File: config.mk
export PLATFORM = sky130hd
export DESIGN_NAME = mux_sel_scanner
export DESIGN_NICKNAME = d
export VERILOG_FILES = /design/src/rtl/mux_sel_scanner_pkg.sv /design/src/rtl/mux_sel_scanner_rr_pick.sv /design/src/rtl/mux_sel_scanner.sv
export SDC_FILE = /design/constraint.sdc
export NUM_CORES = 1
export LEC_CHECK = 0
export CELL_PAD_IN_SITES_DETAIL_PLACEMENT = 0
export CELL_PAD_IN_SITES_GLOBAL_PLACEMENT = 1
export CORE_MARGIN = 2
export CORE_UTILIZATION = 36
export CTS_CLUSTER_DIAMETER = 80
export CTS_CLUSTER_SIZE = 16
export DETAILED_ROUTE_END_ITERATION = 12
export PLACE_DENSITY = 0.77
export SLEW_MARGIN = 20
export SYNTH_ARGS = -nofsm -noshare
export SYNTH_HDL_FRONTEND = slang
export SYNTH_SLANG_ARGS = --single-unit
File: constraint.sdc
create_clock -name clk -period 2 [get_ports clk]
set_input_delay 0.2 -clock clk [delete_from_list [all_inputs] [get_ports clk]]
set_output_delay 0.2 -clock clk [all_outputs]
set_load 0.05 [all_outputs]
File: src/rtl/mux_sel_scanner_pkg.sv
// Shared types and constants for the mux select scanner: FSM state
// encoding, channel count and the channel-to-select mapping.
package mux_sel_scanner_pkg;

    localparam int NCH   = 4;
    localparam int IDX_W = 2;

    typedef enum logic [1:0] {
        IDLE = 2'd0,
        HOLD = 2'd1,
        REL  = 2'd2
    } state_t;

    // {s1, s2} for each data input of the 4:1 mux
    localparam logic [1:0] SEL_CH0 = 2'b00;
    localparam logic [1:0] SEL_CH1 = 2'b01;
    localparam logic [1:0] SEL_CH2 = 2'b10;
    localparam logic [1:0] SEL_CH3 = 2'b11;

    function automatic logic [1:0] sel_of(input logic [IDX_W-1:0] idx);
        logic [1:0] sel;
        case (idx)
            2'd0:    sel = SEL_CH0;
            2'd1:    sel = SEL_CH1;
            2'd2:    sel = SEL_CH2;
            default: sel = SEL_CH3;
        endcase
        return sel;
    endfunction

endpackage

File: src/rtl/mux_sel_scanner_rr_pick.sv
// Combinational round-robin picker: the winner is the first set request
// bit found searching upward from (last + 1), wrapping around.
module rr_pick
    import mux_sel_scanner_pkg::*;
(
    input  logic [NCH-1:0]   req,
    input  logic [IDX_W-1:0] last,
    output logic             valid,
    output logic [IDX_W-1:0] idx
);

    // Walk offsets from farthest to nearest so the nearest hit overwrites the rest
    always_comb begin
        logic [IDX_W-1:0] cand;
        valid = |req;
        idx   = '0;
        cand  = '0;
        for (int k = NCH; k >= 1; k--) begin
            cand = last + IDX_W'(k);
            if (req[cand]) begin
                idx = cand;
            end
        end
    end

endmodule

File: src/rtl/mux_sel_scanner.sv
// Mux select scanner: grants one of four requesters round-robin, drives the
// 4:1 mux selects for a programmable dwell (or until ack), then reports
// release with a one-cycle done pulse. All outputs come straight from flops.
module mux_sel_scanner
    import mux_sel_scanner_pkg::*;
#(
    parameter int CNT_W = 4
) (
    input  logic             clk,
    input  logic             rst_n,
    input  logic             en,
    input  logic [NCH-1:0]   req,
    input  logic [CNT_W-1:0] dwell,
    input  logic             ack,
    output logic             s1,
    output logic             s2,
    output logic [NCH-1:0]   gnt,
    output logic             busy,
    output logic             done
);

    state_t           state_reg;
    logic [CNT_W-1:0] cnt_reg;
    logic [IDX_W-1:0] last_reg;

    logic             pick_valid;
    logic [IDX_W-1:0] pick_idx;
    logic [NCH-1:0]   pick_onehot;
    logic             grant_now;

    rr_pick u_rr_pick (
        .req   (req),
        .last  (last_reg),
        .valid (pick_valid),
        .idx   (pick_idx)
    );

    // One-hot form of the winner and the decision to issue a new grant
    always_comb begin
        pick_onehot = NCH'(1) << pick_idx;
        grant_now   = en && pick_valid && (state_reg == IDLE || state_reg == REL);
    end

    // Scanner FSM with registered outputs; selects persist through REL/IDLE
    always_ff @(posedge clk or negedge rst_n) begin
        if (!rst_n) begin
            state_reg <= IDLE;
            cnt_reg   <= '0;
            last_reg  <= IDX_W'(NCH - 1);
            s1        <= 1'b0;
            s2        <= 1'b0;
            gnt       <= '0;
            busy      <= 1'b0;
            done      <= 1'b0;
        end else begin
            done <= 1'b0;
            if (grant_now) begin
                state_reg  <= HOLD;
                cnt_reg    <= dwell;
                last_reg   <= pick_idx;
                gnt        <= pick_onehot;
                {s1, s2}   <= sel_of(pick_idx);
                busy       <= 1'b1;
            end else begin
                case (state_reg)
                    HOLD: begin
                        // Release on whichever comes first; both together is one release
                        if (ack || cnt_reg == '0) begin
                            state_reg <= REL;
                            gnt       <= '0;
                            busy      <= 1'b0;
                            done      <= 1'b1;
                        end else begin
                            cnt_reg <= cnt_reg - CNT_W'(1);
                        end
                    end
                    REL:     state_reg <= IDLE;
                    IDLE:    state_reg <= IDLE;
                    default: state_reg <= IDLE;
                endcase
            end
        end
    end

endmodule

==> results.txt, run 1 <==
Starting Density: 38.9%
number of synthesized flops with an enable pin: 0
Yosys reg bits: 16
DRC viols: 0
Critical Path Sink Type: register
compound-cell area share of the yosys netlist: 13.7%
die width: 50.5 um
Die ar.: 2550 sq um
number of global-route vias before repair: 620
DP Worst Slack: 0.0250 ns
max-cap viol count: 0
fin nets: 112
ratio of final minimum period to clock period: 87.8%
area share of fa/ha/maj cells after synthesis: 1.61%
Vias: 595
ant diodes: 0
worst min path class: in -> async
PwrDens: 1480 nW/um^2
Yosys warning count: 0
top post-synthesis cells by count: dfrtp_1 (14), nand2_1 (7), inv_1 (5), nand2b_1 (4)
Critical Path Slowest Stage Cell: dfrtp_1
total CTS buffers: 3
initial antenna violation count: 0
RSZ-0062 raised after global routing: false
Slew HR: 54.4%
# IOs: 20
Root Driver: clkbuf_4
CP Class: reg -> reg
DPL Wire Length: 1.14 mm
CP peak stage delay: 0.38 ns
dominant cell type by area after synthesis: dfrtp_1
Setup violations, final: 0
Final min period: 1.76 ns
Final Hold Viols: 0
first-pass GRT wire length: 2.72 mm
Cell Area, Synth: 778 sq um
Max Buffers Root-to-Sink: 2
Post-Synth Simple-Gate Area: 20.4%
most frequent cell after synthesis: dfrtp_1
Fin Clk Skew: 0.00461 ns
reg2reg path depth: 5
Final WS setup: 0.245 ns
gr usage total: 14.3%
main combinational cell family by area after synthesis: simple AND/OR/NAND/NOR gates
worst-margin pin slew: 0.683 ns
Reg-to-Reg End: gnt[1]$_DFFE_PN0P_
Mapped Cells: 72
Critical Path, Cell by Cell: inv_1 > ha_1 > nor3b_1 > o21bai_1 > a32o_1
first-pass iteration count of the detailed router: 4
FF-to-FF Start: cnt_reg[0]$_DFFE_PN0P_
Syn Nets: 85
post-CTS sizing: 0
TNS Setup: 0 ns
Reg2Reg Setup Slack: 0.24 ns
Clk pin slew, worst setup/hold paths: 0.09 ns
Post-synth top flop: dfrtp_1
antenna-violating nets left: 0
Mapped Avg Cell Area: 10.8 sq um
clk sinks: 16
leak pwr: 0.475 nW
TritonCTS clock tree: built
total congestion overflow: 0
post-synthesis mux area share: 6.91%
sequential cell area fraction in the yosys report: 51.8%
Peak VDD IR: 0.851 mV
CP delay by family, top: compound AO/OA/AOI/OAI gates
Buf/Inv on CP: 1
Worst Path Arrival: 1.93 ns
largest net degree at the start of global routing: 17
Cell variety after synth: 36
critical-path maximum fanout: 7
initial DRC count: 6
share of cells above drive strength 1: 19.4%
CP Data Required Time: 2.18 ns
# Post-CTS Setup Buffers: 0
max-slew violation count: 0
Final GP Congestion: 0.722
top cells by area, synth: dfrtp_1 (45%), dfstp_2 (6.8%), mux2_2 (4.3%), nand2_1 (3.4%), nand2b_1 (3.2%)
Die Ht: 50.5 um
fmax: 0.570 GHz
clock latency on the worst-skew pair: 0.29 ns
startpoint types: register
outcome: finished, final reports clean
hold slack: 0.316 ns
post-synthesis xor/xnor area fraction: 1.13%
I/O Buffers: 19
row count: 16
Routed WL per cell: 12.2 um
core area: 2000 sq um
area grow syn2layout: 36.8%
routed wire length: 1.53 mm
top cell type's share of synthesized area: 45.0%
via/cell ratio: 4.76
CTS H-tree depth: 1
CTS Hold Bufs: 0
Async S/R FF share, synth: 100%
==> worst reg2reg max path, delay by kind of cell, from the launching register on <==
kind	cells	cell delay, ns
adders and majority gates	1	0.20
AOI/OAI and AO/OA	2	0.57
buffers and inverters	1	0.11
DFF	1	0.38
and+or+nand+nor	1	0.38
==> how the worst max path moves through the flow <==
stage,cells past startpoint,end,start
after global placement,5,gnt[3]$_DFFE_PN0P_,req[0]
after CTS,6,cnt_reg[1]$_DFFE_PN0P_,cnt_reg[0]$_DFFE_PN0P_
after detailed placement,5,gnt[3]$_DFFE_PN0P_,req[0]
final,5,gnt[1]$_DFFE_PN0P_,cnt_reg[0]$_DFFE_PN0P_
after floorplan,6,cnt_reg[1]$_DFFE_PN0P_,cnt_reg[0]$_DFFE_PN0P_
after global routing,5,gnt[1]$_DFFE_PN0P_,cnt_reg[0]$_DFFE_PN0P_
==> power breakdown <==
part	total [mW]	internal (mW)	switching, mW
Combinational	0.794	0.325	0.469
Sequential	0.567	0.478	0.0889
Clock	0.212	0.111	0.101
==> layer usage <==
layer  vias up  GRT usage, %  routed length (um)  part of all wire, %
met5         -             0                   0                    0
met4         0          6.76                  29                  1.9
met3         5          5.06                  92                  6.0
met2        18          21.1                 651                   43
met1       266          18.6                 759                   50
li1        306             -                   -                    -
==> final cells by class <==
| type | count | area, sq um |
|---|---|---|
| fill | 202 | 937 |
| multi-input combinational | 49 | 345 |
| timing repair buffer | 24 | 228 |
| sequential | 16 | 403 |
| inverter | 5 | 18.8 |
| clock buffer | 4 | 36.3 |
| tap | 27 | 33.8 |
==> placed cells by master (no fill, tap or decap), types with 2 or more instances in the layout <==
| master | n |
|---|---|
| a21oi_1 | 2 |
| inv_1 | 5 |
| mux2i_1 | 2 |
| nand2b_1 | 4 |
| buf_4 | 5 |
| nand2_1 | 7 |
| clkbuf_4 | 3 |
| nand3b_1 | 2 |
| dfrtp_1 | 14 |
| a32o_1 | 2 |
| nand3_1 | 2 |
| clkdlybuf4s50_1 | 19 |
| mux2_2 | 3 |
| nor2_1 | 3 |
| dfstp_2 | 2 |
==> through the flow <==
step	power (mW)	utilization [%]	std cells	area, sq um
2_1_floorplan	1.12	-	72	778
3_3_place_gp	1.36	51.1	121	1020
3_5_place_dp	1.37	51.1	121	1020
4_1_cts	1.59	52.9	125	1060
5_1_grt	1.69	53.2	125	1060
6_report	1.57	53.2	125	1060
==> kinds of logic after synthesis <==
group | after synthesis
XOR/XNOR | 1
multiplexers | 5
flip-flops | 16
buffers and inverters | 7
AND/OR/NAND/NOR | 28
adder cells (fa/ha/maj) | 1
AO/OA/AOI/OAI | 14
Power figures use the tool's default switching activity.
==> run 2: changes to the inputs <==
--- a/config.mk
+++ b/config.mk
@@ -5,10 +5,11 @@
 export SDC_FILE = /design/constraint.sdc
 export NUM_CORES = 1
 export LEC_CHECK = 0
+export ABC_AREA = 1
 export CELL_PAD_IN_SITES_DETAIL_PLACEMENT = 0
 export CELL_PAD_IN_SITES_GLOBAL_PLACEMENT = 1
 export CORE_MARGIN = 2
-export CORE_UTILIZATION = 36
+export CORE_UTILIZATION = 35
 export CTS_CLUSTER_DIAMETER = 80
 export CTS_CLUSTER_SIZE = 16
 export DETAILED_ROUTE_END_ITERATION = 12
==> results.txt, run 2 <==
Post-synth top flop: dfrtp_1
Slew HR: 52.2%
DPL Wire Length: 1.37 mm
Yosys reg bits: 16
Critical Path Sink Type: output pin
ant diodes: 0
commonest non-fill, non-tap cell in the layout: nand2_1
Power, Total: 1.83 mW
Reg2Reg Setup Slack: 0.51 ns
Fin Clk Skew: 0.00131 ns
Vias: 782
Worst Path Arrival: 1.45 ns
total CTS buffers: 3
dominant cell type by area after synthesis: dfrtp_1
gr usage total: 13.3%
top cells by area, synth: dfrtp_1 (38%), nand2_1 (18%), nand2_2 (6.9%), dfstp_2 (5.8%), inv_1 (5.8%)
share of cells above drive strength 1: 18.4%
Setup violations, final: 0
Buf/Inv on CP: 1
reg2reg path depth: 9
number of synthesized flops with an enable pin: 0
commonest non-fill, non-tap cells in the layout: nand2_1 (43), clkdlybuf4s50_1 (19), inv_1 (14), dfrtp_1 (14), nand2_2 (10)
clk sinks: 16
CP peak stage delay: 0.81 ns
leak pwr: 0.603 nW
largest net degree at the start of global routing: 17
row count: 18
area of the multi-input gates: 417 sq um
fmax: 0.608 GHz
Root Driver: clkbuf_4
core area: 2480 sq um
outcome: finished, final reports clean
I/O Buffers: 19
startpoint types: register
Async S/R FF share, synth: 100%
CP delay by family, top: buffers and inverters
top cell type's share of synthesized area: 38.4%
first-pass GRT wire length: 2.87 mm
Mapped Cells: 119
DP Worst Slack: 0.369 ns
CP Data Required Time: 1.80 ns
fin nets: 155
# IOs: 20
number of global-route vias before repair: 673
antenna-violating nets left: 0
Syn Nets: 132
Routed WL per cell: 10.2 um
Reg-to-Reg End: gnt[2]$_DFFE_PN0P_
first-pass iteration count of the detailed router: 2
area grow syn2layout: 27.7%
Mapped Avg Cell Area: 7.66 sq um
Die ar.: 3030 sq um
critical-path maximum fanout: 2
Starting Density: 36.8%
DRC viols: 0
RSZ-0062 raised after global routing: false
Final Hold Viols: 0
TritonCTS clock tree: built
Max Buffers Root-to-Sink: 2
initial DRC count: 20
Cell Area, Synth: 912 sq um
Die Ht: 55.1 um
Final GP Congestion: 0.747
Crit. path cell count: 1
worst-margin pin slew: 0.714 ns
max-slew violation count: 0
Util after Layout: 47.0%
most frequent cell after synthesis: nand2_1
max-cap viol count: 0
worst min path class: in -> async
CP Class: reg -> out
Peak VDD IR: 0.784 mV
crit path capture: gnt[2]
Clk pin slew, worst setup/hold paths: 0.09 ns
Yosys warning count: 0
crit path launch: gnt[2]$_DFFE_PN0P_
die width: 55.1 um
initial antenna violation count: 0
# Post-CTS Setup Buffers: 0
FF-to-FF Start: cnt_reg[0]$_DFFE_PN0P_
post-CTS sizing: 0
Final WS setup: 0.354 ns
CTS H-tree depth: 1
register area: 403 sq um
Critical Path Slowest Stage Cell: clkdlybuf4s50_1
routed wire length: 1.74 mm
top post-synthesis cells by count: nand2_1 (43), dfrtp_1 (14), inv_1 (14), nand2_2 (10), nand3_1 (8)
sequential cell area fraction in the yosys report: 44.2%
TNS Setup: 0 ns
ratio of final minimum period to clock period: 82.3%
Fillers: 261
total congestion overflow: 0
Final min period: 1.65 ns
via/cell ratio: 4.57
clock latency on the worst-skew pair: 0.28 ns
Critical Path, Cell by Cell: clkdlybuf4s50_1
PwrDens: 1570 nW/um^2
CTS Hold Bufs: 0
Cell variety after synth: 23
run 2: cell types whose count changed after synthesis, moves of 3 or more:
cell,before,now
nand2_1,7,43
nand2_2,0,10
inv_1,5,14
nand3_1,2,8
nand2b_1,4,0
inv_2,0,3
mux2_2,3,0
run 2: power breakdown:
group / internal (mW) / switching (mW)
clock: 0.111 / 0.0977
sequential: 0.468 / 0.0898
combinational: 0.369 / 0.693
run 2: worst min path at each step:
| stage | startpoint | to | slack [ns] | depth (start not counted) |
|---|---|---|---|---|
| final | rst_n | gnt[1]$_DFFE_PN0P_ | 0.34 | 1 |
| after global routing | rst_n | gnt[1]$_DFFE_PN0P_ | 0.38 | 1 |
| after CTS | rst_n | gnt[0]$_DFFE_PN0P_ | 0.36 | 1 |
| after detailed placement | busy$_DFFE_PN0P_ | busy$_DFFE_PN0P_ | 0.46 | 2 |
| after global placement | gnt[1]$_DFFE_PN0P_ | gnt[1]$_DFFE_PN0P_ | 0.46 | 2 |
| after floorplan | rst_n | busy$_DFFE_PN0P_ | -0.1 | 0 |
run 2: final cells by class:
cell class	count	area share [%]
Clock buffer	4	3.11
Multi-Input combinational cell	83	35.8
Tap cell	30	3.22
Sequential cell	16	34.6
Inverter	19	6.98
Timing Repair Buffer	19	16.3
run 2: through the flow:
stage	cell area [sq um]	std cells	hold slack (ns)
4_1_cts	1160	171	0.357
3_3_place_gp	1130	167	0.464
5_1_grt	1160	171	0.384
2_1_floorplan	912	119	-0.0956
6_report	1160	171	0.339
3_5_place_dp	1130	167	0.462
run 2: metal layers:
metal / wire, um / global-route usage, %
met2: 829 / 21.2
met1: 834 / 17.9
met3: 80 / 4.84
met5: 0 / 0
met4: 0 / 1.22
run 2: cells by family (layout without fill, tap and decap cells):
family,count (synthesis),in the layout,share of synthesized area [%]
compound gates,12,12,9.19
xor+xnor,1,1,0.960
fa+ha+maj,1,1,1.37
buf+inv,20,42,10.2
flops,16,16,44.2
simple gates,69,69,34.2
